==> config.mk <==
export PLATFORM = sky130hd
export DESIGN_NAME = processador_parametrizado
export DESIGN_NICKNAME = d
export VERILOG_FILES = /design/src/rtl/processador_parametrizado.sv
export SDC_FILE = /design/constraint.sdc
export NUM_CORES = 1
export LEC_CHECK = 0
export ABC_CLOCK_PERIOD_IN_PS = 4270
export CAP_MARGIN = 20
export CORE_MARGIN = 2
export CORE_UTILIZATION = 30
export CTS_CLUSTER_DIAMETER = 100
export DETAILED_ROUTE_END_ITERATION = 8
export GPL_TIMING_DRIVEN = 0
export PLACE_DENSITY_LB_ADDON = 0.2
export SLEW_MARGIN = 15
export SYNTH_ARGS = -nofsm -noshare
export SYNTH_HDL_FRONTEND = slang
export SYNTH_SLANG_ARGS = --single-unit
==> constraint.sdc <==
create_clock -name clock -period 4.27 [get_ports clock]
set_clock_uncertainty 0.15 [all_clocks]
set_input_delay 0.854 -clock clock [delete_from_list [all_inputs] [get_ports clock]]
set_output_delay 0.854 -clock clock [all_outputs]
set_load 0.02 [all_outputs]
==> src/rtl/processador_parametrizado.sv <==
// processador_parametrizado
//    Small parametrised processor: register file of 2**ADDR_W words of WIDTH
//    bits, command interface with valid/ready handshake, and an 8-function ALU
//    with zero/carry/negative flags. MUL is a multi-cycle shift-add unit that
//    runs for WIDTH cycles.
//
// Ports
//    clock         single system clock, rising edge
//    reset         synchronous, active-high
//    cmd_valid     command present
//    cmd_ready     block can accept a command (IDLE and not in reset)
//    cmd_op        00 LOAD, 01 EXEC, 10 READ, 11 NOP
//    alu_op        ALU function for EXEC (111 = MUL)
//    addr_a/b/d    operand A (also READ source), operand B, destination
//    data_in       LOAD data
//    result        last EXEC/READ value
//    result_valid  one-cycle pulse when result updates
//    flag_zero/carry/neg  flags of the last EXEC
//    busy          inverse of cmd_ready
module processador_parametrizado #(
   parameter int WIDTH  = 8,
   parameter int ADDR_W = 2
) (
   input  logic              clock,
   input  logic              reset,
   input  logic              cmd_valid,
   output logic              cmd_ready,
   input  logic [1:0]        cmd_op,
   input  logic [2:0]        alu_op,
   input  logic [ADDR_W-1:0] addr_a,
   input  logic [ADDR_W-1:0] addr_b,
   input  logic [ADDR_W-1:0] addr_d,
   input  logic [WIDTH-1:0]  data_in,
   output logic [WIDTH-1:0]  result,
   output logic              result_valid,
   output logic              flag_zero,
   output logic              flag_carry,
   output logic              flag_neg,
   output logic              busy
);

   localparam int NREGS = 2**ADDR_W;
   localparam int CNT_W = $clog2(WIDTH);
   localparam logic [CNT_W-1:0] CNT_LAST = CNT_W'(WIDTH-1);

   localparam logic [1:0] OP_LOAD = 2'b00;
   localparam logic [1:0] OP_EXEC = 2'b01;
   localparam logic [1:0] OP_READ = 2'b10;

   typedef enum logic [1:0] {S_IDLE, S_EXEC, S_MUL} state_t;

   state_t state_reg, state_next;

   logic [WIDTH-1:0]   regs [NREGS];
   logic [WIDTH-1:0]   op_a_reg, op_b_reg;
   logic [ADDR_W-1:0]  dst_reg;
   logic [2:0]         aluop_reg;
   logic               is_read_reg;
   logic [2*WIDTH-1:0] acc_reg, mcand_reg;
   logic [WIDTH-1:0]   mplier_reg;
   logic [CNT_W-1:0]   cnt_reg;

   logic               accept, mul_last, finish_any, finish_alu;
   logic [2*WIDTH-1:0] acc_step;
   logic [WIDTH:0]     sum;
   logic [WIDTH-1:0]   alu_r;
   logic               alu_c;
   logic               wr_en;
   logic [ADDR_W-1:0]  wr_addr;
   logic [WIDTH-1:0]   wr_data;

   assign cmd_ready = (state_reg == S_IDLE) && !reset;
   assign busy      = ~cmd_ready;
   assign accept    = cmd_valid && cmd_ready;

   // One shift-add step; on the last MUL edge this is already the full product.
   assign acc_step   = acc_reg + (mplier_reg[0] ? mcand_reg : '0);
   assign mul_last   = (state_reg == S_MUL) && (cnt_reg == CNT_LAST);
   assign finish_any = (state_reg == S_EXEC) || mul_last;
   assign finish_alu = ((state_reg == S_EXEC) && !is_read_reg) || mul_last;

   // ALU on the captured operands.
   always_comb begin
      sum   = '0;
      alu_r = '0;
      alu_c = 1'b0;
      case (aluop_reg)
         3'b000: begin
            sum   = {1'b0, op_a_reg} + {1'b0, op_b_reg};
            alu_r = sum[WIDTH-1:0];
            alu_c = sum[WIDTH];
         end
         3'b001: begin
            // carry set means no borrow
            sum   = {1'b0, op_a_reg} + {1'b0, ~op_b_reg} + (WIDTH+1)'(1);
            alu_r = sum[WIDTH-1:0];
            alu_c = sum[WIDTH];
         end
         3'b010: alu_r = op_a_reg & op_b_reg;
         3'b011: alu_r = op_a_reg | op_b_reg;
         3'b100: alu_r = op_a_reg ^ op_b_reg;
         3'b101: begin
            alu_r = {op_a_reg[WIDTH-2:0], 1'b0};
            alu_c = op_a_reg[WIDTH-1];
         end
         3'b110: begin
            alu_r = {1'b0, op_a_reg[WIDTH-1:1]};
            alu_c = op_a_reg[0];
         end
         default: begin
            alu_r = acc_step[WIDTH-1:0];
            alu_c = |acc_step[2*WIDTH-1:WIDTH];
         end
      endcase
   end

   // Single write port: LOAD only happens in IDLE, writeback only outside IDLE,
   // so the two sources never collide.
   always_comb begin
      wr_en   = (accept && (cmd_op == OP_LOAD)) || finish_alu;
      wr_addr = finish_alu ? dst_reg : addr_d;
      wr_data = finish_alu ? alu_r : data_in;
   end

   genvar gi;
   generate
      for (gi = 0; gi < NREGS; gi++) begin : g_regs
         always_ff @(posedge clock) begin
            if (reset)
               regs[gi] <= '0;
            else if (wr_en && (wr_addr == ADDR_W'(gi)))
               regs[gi] <= wr_data;
         end
      end
   endgenerate

   always_ff @(posedge clock) begin
      if (reset)
         state_reg <= S_IDLE;
      else
         state_reg <= state_next;
   end

   always_comb begin
      state_next = state_reg;
      case (state_reg)
         S_IDLE: begin
            if (accept && (cmd_op == OP_READ))
               state_next = S_EXEC;
            else if (accept && (cmd_op == OP_EXEC))
               state_next = (alu_op == 3'b111) ? S_MUL : S_EXEC;
         end
         S_EXEC:  state_next = S_IDLE;
         S_MUL:   if (cnt_reg == CNT_LAST) state_next = S_IDLE;
         default: state_next = S_IDLE;
      endcase
   end

   always_ff @(posedge clock) begin
      if (reset) begin
         result       <= '0;
         result_valid <= 1'b0;
         flag_zero    <= 1'b0;
         flag_carry   <= 1'b0;
         flag_neg     <= 1'b0;
         op_a_reg     <= '0;
         op_b_reg     <= '0;
         dst_reg      <= '0;
         aluop_reg    <= '0;
         is_read_reg  <= 1'b0;
         acc_reg      <= '0;
         mcand_reg    <= '0;
         mplier_reg   <= '0;
         cnt_reg      <= '0;
      end else begin
         result_valid <= 1'b0;
         // Operands are captured at accept, so addr_d may alias a source.
         if (accept && ((cmd_op == OP_READ) || (cmd_op == OP_EXEC))) begin
            op_a_reg    <= regs[addr_a];
            op_b_reg    <= regs[addr_b];
            dst_reg     <= addr_d;
            aluop_reg   <= alu_op;
            is_read_reg <= (cmd_op == OP_READ);
            acc_reg     <= '0;
            mcand_reg   <= {{WIDTH{1'b0}}, regs[addr_a]};
            mplier_reg  <= regs[addr_b];
            cnt_reg     <= '0;
         end
         if (state_reg == S_MUL) begin
            acc_reg    <= acc_step;
            mcand_reg  <= mcand_reg << 1;
            mplier_reg <= mplier_reg >> 1;
            cnt_reg    <= cnt_reg + CNT_W'(1);
         end
         if (finish_any) begin
            result       <= is_read_reg ? op_a_reg : alu_r;
            result_valid <= 1'b1;
            if (!is_read_reg) begin
               flag_zero  <= (alu_r == '0);
               flag_carry <= alu_c;
               flag_neg   <= alu_r[WIDTH-1];
            end
         end
      end
   end

endmodule

==> results.toml, run 1 <==
[yosys]
syn_nets = 886
yosysWarnings = 0
yosys.area.top_type = "dfxtp_1"
synthAdderAreaFrac_pct = 8.979
synth-edff-count = 32
ys_types = 62
synthCells = 816
ys.flop_type = "dfxtp_1"
synth_top_family_by_area = "simple AND/OR/NAND/NOR gates"
muxShareOfSynthArea_pct = 8.330
syn-cell-area_sq_um = 6939
synth-xor-area-share_pct = 2.019
synth_area_leaders = "dfxtp_1 23%, edfxtp_1 14%, ha_1 8.1%"
synth.top_cell.area_share_pct = 22.79
syn_avg_cell_area_sq_um = 8.504
synth_compound_area_share_pct = 18.57
async_reset_ff_share_pct = 0
yosysSeqAreaShare_pct = 36.64
ys_ff_latch = 111
synth-simple-area-share_pct = 19.98

[clock_network]
holdBufCountCts = 0
cts.sinks = 111
cts_root_buf = "clkbuf_16"
insertion_delay_ns = 0.36
clockBufferDepth = 2
post-cts-setup-buffers = 0
cts_htree_levels = 3
cts-resized-gates = 0
clkTransAtPathRegs_ns = 0.08
cts_tree = "built"
cts_buffers = 9

[routing]
dr.pass1.iters = 5
wl_per_cell_microns = 17.83
drc = 0
ant_nets = 0
postRouteWirelength_microns = 20490
vias = 6010
drtIter0Drc = 469
post_drt_via_cell_ratio = 5.231

[die]
pin_count = 36
rows = 55
dieArea_sq_um = 24360
fp.coreArea_sq_um = 22640
start_util_pct = 30.65
die_x_microns = 156.1
fp.dieH_microns = 156.1

[critical_path]
critPathLaunchType = "register"
crit_type = "register to register"
worst_ep_required_time_ns = 4.40
crit_start = "mplier_reg[0]$_SDFFE_PP0P_"
path_buf_inv = 1
max_stage_delay_ns = 0.55
worst_ep_arrival_time_ns = 3.88
cp_slowest_cell = "o21ai_0"
end_kind = "register"
reg2reg_from = "mplier_reg[0]$_SDFFE_PP0P_"
path_delay_family = "simple AND/OR/NAND/NOR gates"
path_max_fanout = 10
path_cells = "clkbuf_1 -> and2_1 -> fa_1 -> xor2_1 -> mux4_2 -> o21ai_0 -> nand4b_1 -> or4_1 -> o31ai_1"

[global_route]
grt_max_degree = 21
grt_pass1_vias = 5696
grt_use_total_pct = 17.18
antenna_found_initial = 0
grt_overflow_total = 0
grt_pass1_wl_microns = 32390

[placed_design]
portBuffers = 31
routabilityCongestion = 0.8067
post-place-ws_ns = 0.5160
place.detailed.instances = 1132
dp_hpwl_microns = 16090

[cells_and_area]
layout.cells.non_filler = 1149
drive_gt1_share_pct = 6.141
num-fill-cells = 2356
area_delta_synth_final_pct = 13.81
fin_util_pct = 34.88
largest_reg_flops = 32
final_nets = 928

[timing]
fin_hold_ws_ns = 0.3087
grt_setup_unrepaired = "false"
setup_viol = 0
slew_headroom_pct = 46.27
fmaxAchievable_mhz = 266.2
fin_setup_tns_ns = 0
post-route-period-util_pct = 87.98
tightest_slew_ns = 0.7991
final_hold_viol_count = 0
maxSlewViolCount = 0
fin_crit_ns = 3.757
timing.final.ws_setup_ns = 0.5134

[power_and_ir_drop]
peakVddDrop_v = 0.0001878
cellPowerDensity_nw_per_um2 = 288.9
p_leak_nw = 2.885

[min_path]
worstHoldStart = "result[0]$_SDFFE_PP0N_"
hold_path_class = "register to register"

[flow_run]
maxCapViolCount = 0

[outcome]
status = "completed"
## power by group
group,internal (W),switching (W)
registers,0.00111,0.0000246
logic,0.000116,0.000184
clock network,0.000412,0.000432
## Yosys cell counts (12+ instances only)
cell and count:
a21oi_1 75, dfxtp_1 79, o211ai_1 12, nand2_1 127, nand3_1 34, and2_1 19
inv_1 39, nor2_1 77, a31oi_1 24, clkbuf_1 38, o21ai_0 31, xnor2_1 13
mux4_2 19, edfxtp_1 32, ha_1 45, mux2i_1 15
## worst paths after layout
| path | end | slack, ns | cells after the start |
|---|---|---|---|
| max | flag_zero$_SDFFE_PP0P_ | 0.51 | 9 |
| max reg2reg | flag_zero$_SDFFE_PP0P_ | 0.51 | 9 |
| min reg2reg | result[0]$_SDFFE_PP0N_ | 0.31 | 2 |
| min | result[0]$_SDFFE_PP0N_ | 0.31 | 2 |
## tightest hold or removal path, delay by kind of cell, from the launching register on
kind	cells	cell delay (ns)
and+or+nand+nor	1	0.05
DFF	1	0.31
AOI/OAI and AO/OA	1	0.05
## kinds of logic after synthesis
logic type / Yosys count
fa+ha+maj: 48
mux: 34
simple gates: 308
xor+xnor: 16
flops: 111
buf+inv: 95
compound gates: 204
## layer usage
layer  wire length, microns  track usage [%]  up-vias  part of all wire (%)
li1                       -                -     2972                     -
met1                  10110            24.50     2895                    49
met2                   9267            27.52      125                    45
met3                    832            2.111       18                   4.1
met4                    279            4.456        0                   1.4
met5                      0                0        -                     0
## area by class of cell
type                       count  area, sq um  area share [%]
timing repair buffer          31        310.3           3.929
clock buffer                   9        225.2           2.852
clock inverter                 7        63.81          0.8080
antenna                        1        2.502         0.03169
tap                          285        356.6           4.515
multi-input combinational    610         4016           50.86
inverter                      41        153.9           1.949
sequential                   111         2542           32.19
buffer                        54        226.5           2.868
## metrics by stage
step	power (W)	area, sq um
floorplan	0.001347	6939
global placement	0.001463	7606
detailed placement	0.001462	7606
CTS	0.002300	7895
global route	0.002376	7895
finish	0.002282	7898
## cell usage in the layout, fill, tap and decap left out, types with 5 or more instances in the layout
cell and n:
and3_1 5, clkdlybuf4s50_1 31, a211oi_1 8, nand4_1 5, clkbuf_1 38, a31oi_1 24, or3_1 6, buf_2 7
o21ai_0 31, nor2b_1 8, and2_1 19, nand2b_1 11, mux4_2 19, o211ai_1 12, dfxtp_1 79, edfxtp_1 32
nand3_1 34, inv_1 39, buf_1 6, xnor2_1 13, mux2i_1 15, nor2_1 77, ha_1 45, a21oi_1 75
a21o_1 9, nor3_1 5, nand2_1 127, clkbuf_16 9
Power figures use the tool's default switching activity.
==> run 2, diff against run 1 <==
CTS_CLUSTER_SIZE = 24   (was unset)
==> results of run 2 <==
Same layout as run 1: the final DEF is identical, and so are final timing and power.
==> run 3, diff against run 2 <==
--- a/config.mk
+++ b/config.mk
@@ -6,7 +6,7 @@
 export NUM_CORES = 1
 export LEC_CHECK = 0
+export ABC_AREA = 1
 export ABC_CLOCK_PERIOD_IN_PS = 4270
 export CAP_MARGIN = 20
-export CORE_MARGIN = 2
 export CORE_UTILIZATION = 30
 export CTS_CLUSTER_DIAMETER = 100
--- a/constraint.sdc
+++ b/constraint.sdc
@@ -3,3 +3,3 @@
 set_input_delay 0.854 -clock clock [delete_from_list [all_inputs] [get_ports clock]]
 set_output_delay 0.854 -clock clock [all_outputs]
-set_load 0.02 [all_outputs]
+set_load 0.01 [all_outputs]
==> results.toml, run 3 <==
[outcome]
status = "completed"

[power_and_ir_drop]
peakVddDrop_v = 0.0001880
p_leak_nw = 3.646
cellPowerDensity_nw_per_um2 = 283.0

[yosys]
synthCells = 1076
yosysSeqAreaShare_pct = 35.38
syn_avg_cell_area_sq_um = 6.679
synth_compound_area_share_pct = 14.55
ys_ff_latch = 111
muxShareOfSynthArea_pct = 0.2786
syn_nets = 1146
synth-simple-area-share_pct = 30.76
yosysWarnings = 0
yosysMostFrequentCell = "nand2_1"
synth-edff-count = 32
ys_types = 41
ys.flop_type = "dfxtp_1"
ys_top_cells_by_count = "324 x nand2_1, 139 x inv_1, 102 x nor2_1"
syn-cell-area_sq_um = 7187
synth-xor-area-share_pct = 0.4875
synth_area_leaders = "dfxtp_1 22%, nand2_1 17%, edfxtp_1 13%"
async_reset_ff_share_pct = 0
synth_top_family_by_area = "simple AND/OR/NAND/NOR gates"
synth.top_cell.area_share_pct = 22.01
yosys.area.top_type = "dfxtp_1"
synthAdderAreaFrac_pct = 8.670

[min_path]
holdPathEnd = "dst_reg[1]$_SDFFE_PP0P_"
hold_depth = 2
hold_path_class = "register to register"
worstHoldStart = "dst_reg[1]$_SDFFE_PP0P_"

[critical_path]
critPathLaunchType = "register"
worst_ep_arrival_time_ns = 3.36
end_kind = "register"
rrSetupSlack_ns = 0.88
max_stage_delay_ns = 0.45
path_buf_inv = 3
reg2reg_from = "mplier_reg[0]$_SDFFE_PP0P_"
path_delay_family = "simple AND/OR/NAND/NOR gates"
crit_type = "register to register"
cp_slowest_cell = "mux2i_1"
path_max_fanout = 10
crit_top_cell = "nand2_1"
r2r_cells = 13
worst_ep_required_time_ns = 4.24
r2r-end = "regs[3][7]$_SDFFCE_PN0P_"
path_cells = "clkbuf_1 -> clkbuf_1 -> nand2_1 -> inv_1 -> ha_1 -> nand2_1 -> nand3_1 -> nand2_1 -> nand3b_1 -> nand3_1 -> nand4_1 -> mux2i_1 -> nor2_1"

[timing]
slew_headroom_pct = 38.77
maxSlewViolCount = 0
timing.final.ws_setup_ns = 0.8800
fin_setup_tns_ns = 0
setup_viol = 0
fin_hold_ws_ns = 0.3125
fin_crit_ns = 3.390
tightest_slew_ns = 0.9123
fmaxAchievable_mhz = 295.0
grt_setup_unrepaired = "false"
post-route-period-util_pct = 79.39
final_hold_viol_count = 0

[clock_network]
clockBufferDepth = 2
cts_root_buf = "clkbuf_16"
insertion_delay_ns = 0.37
cts_tree = "built"
cts-resized-gates = 0
cts.sinks = 111
holdBufCountCts = 0
post-cts-setup-buffers = 0
clkTransAtPathRegs_ns = 0.09
cts_htree_levels = 3
cts_buffers = 9

[cells_and_area]
layout_commonest_cell = "nand2_1"
final_nets = 1193
num-fill-cells = 2567
fin_area_sq_um = 8244
area_delta_synth_final_pct = 14.71
final_cell_mix = "324 x nand2_1, 139 x inv_1, 102 x nor2_1, 88 x a21oi_1, 79 x dfxtp_1"
largest_reg_flops = 32
num_antenna_cells = 0
drive_gt1_share_pct = 3.457

[global_route]
grt_max_degree = 22
antenna_found_initial = 0
grt_use_total_pct = 19.32
grt_overflow_total = 0
grt_pass1_vias = 6655
grt_pass1_wl_microns = 36000

[placed_design]
routabilityCongestion = 0.9273
placedInstanceArea_sq_um = 7944
dp_hpwl_microns = 18030
post-place-ws_ns = 0.8061
portBuffers = 35

[die]
rows = 56
pin_count = 36
fp.dieH_microns = 156.8
dieArea_sq_um = 24580
start_util_pct = 30.62
die_x_microns = 156.8
fp.coreArea_sq_um = 23470

[routing]
drtIter0Drc = 427
wl_per_cell_microns = 15.43
drc = 0
postRouteWirelength_microns = 22330
ant_nets = 0
dr.pass1.iters = 5
vias = 6924
post_drt_via_cell_ratio = 4.785

[flow_run]
maxCapViolCount = 0
[run 3: cell count changes after synthesis, sizes merged, moves of 10 or more]
cell / previous run / this run
a21oi: 75 / 88
and2: 19 / 2
clkbuf: 38 / 25
inv: 40 / 140
mux2i: 15 / 2
mux4: 19 / 0
nand2: 127 / 326
nand2b: 11 / 0
nand3: 34 / 71
nand4: 5 / 17
nor2: 77 / 104
o211ai: 12 / 1
o21ai: 33 / 82
xnor2: 13 / 3
[run 3: cell families after synthesis]
logic type      Yosys count
simple gates            535
compound gates          199
buf+inv                 177
flops                   111
fa+ha+maj                48
xor+xnor                  4
mux                       2
[run 3: power by group]
| group | total (W) | switching (W) | leakage (nW) | internal, W |
|---|---|---|---|---|
| Sequential | 0.00114 | 0.0000253 | 0.971 | 0.00112 |
| Clock | 0.000862 | 0.000445 | 0.150 | 0.000417 |
| Combinational | 0.000330 | 0.000225 | 2.53 | 0.000104 |
| Total | 0.00233 | 0.000696 | 3.65 | 0.00164 |
[run 3: routing by layer]
layer / global-route usage (%) / share of wire (%)
met1: 26.96 / 49
met5: 0 / 0
met4: 6.116 / 1.8
met3: 2.742 / 4.7
met2: 30.46 / 44
[run 3: layout make-up]
class / instances / area [sq um] / share of cell area (%)
Clock inverter: 7 / 75.07 / 0.9106
Inverter: 142 / 545.5 / 6.617
Buffer: 35 / 163.9 / 1.988
Clock buffer: 9 / 225.2 / 2.732
Multi-Input combinational cell: 788 / 3935 / 47.73
Tap cell: 319 / 399.1 / 4.841
Timing Repair Buffer: 36 / 357.8 / 4.341
Sequential cell: 111 / 2542 / 30.84
[run 3: worst min-delay path, stage by stage, from the launching register on]
cell     delay (ns)
dfxtp_1        0.31
inv_1          0.06
a21oi_1        0.06
[run 3: per-stage QoR]
stage | util [%] | instances | total power (W)
4_1_cts | 35.12 | 1447 | 0.002351
3_3_place_gp | 33.81 | 1430 | 0.001490
2_1_floorplan | - | 1076 | 0.001361
3_5_place_dp | 33.84 | 1431 | 0.001493
5_1_grt | 35.12 | 1447 | 0.002440
6_report | 35.12 | 1447 | 0.002333
[run 3: how the worst max path moves through the flow]
stage | from | endpoint | slack [ns] | depth (start not counted)
global route | mplier_reg[0]$_SDFFE_PP0P_ | regs[3][7]$_SDFFCE_PN0P_ | 0.50 | 13
global placement | reset | regs[1][4]$_SDFFCE_PN0P_ | 0.49 | 8
floorplan | reset | regs[2][0]$_SDFFCE_PN0P_ | 1.70 | 7
CTS | mplier_reg[0]$_SDFFE_PP0P_ | regs[3][7]$_SDFFCE_PN0P_ | 0.87 | 13
detailed placement | reset | regs[2][2]$_SDFFCE_PN0P_ | 0.81 | 5
finish | mplier_reg[0]$_SDFFE_PP0P_ | regs[3][7]$_SDFFCE_PN0P_ | 0.88 | 13
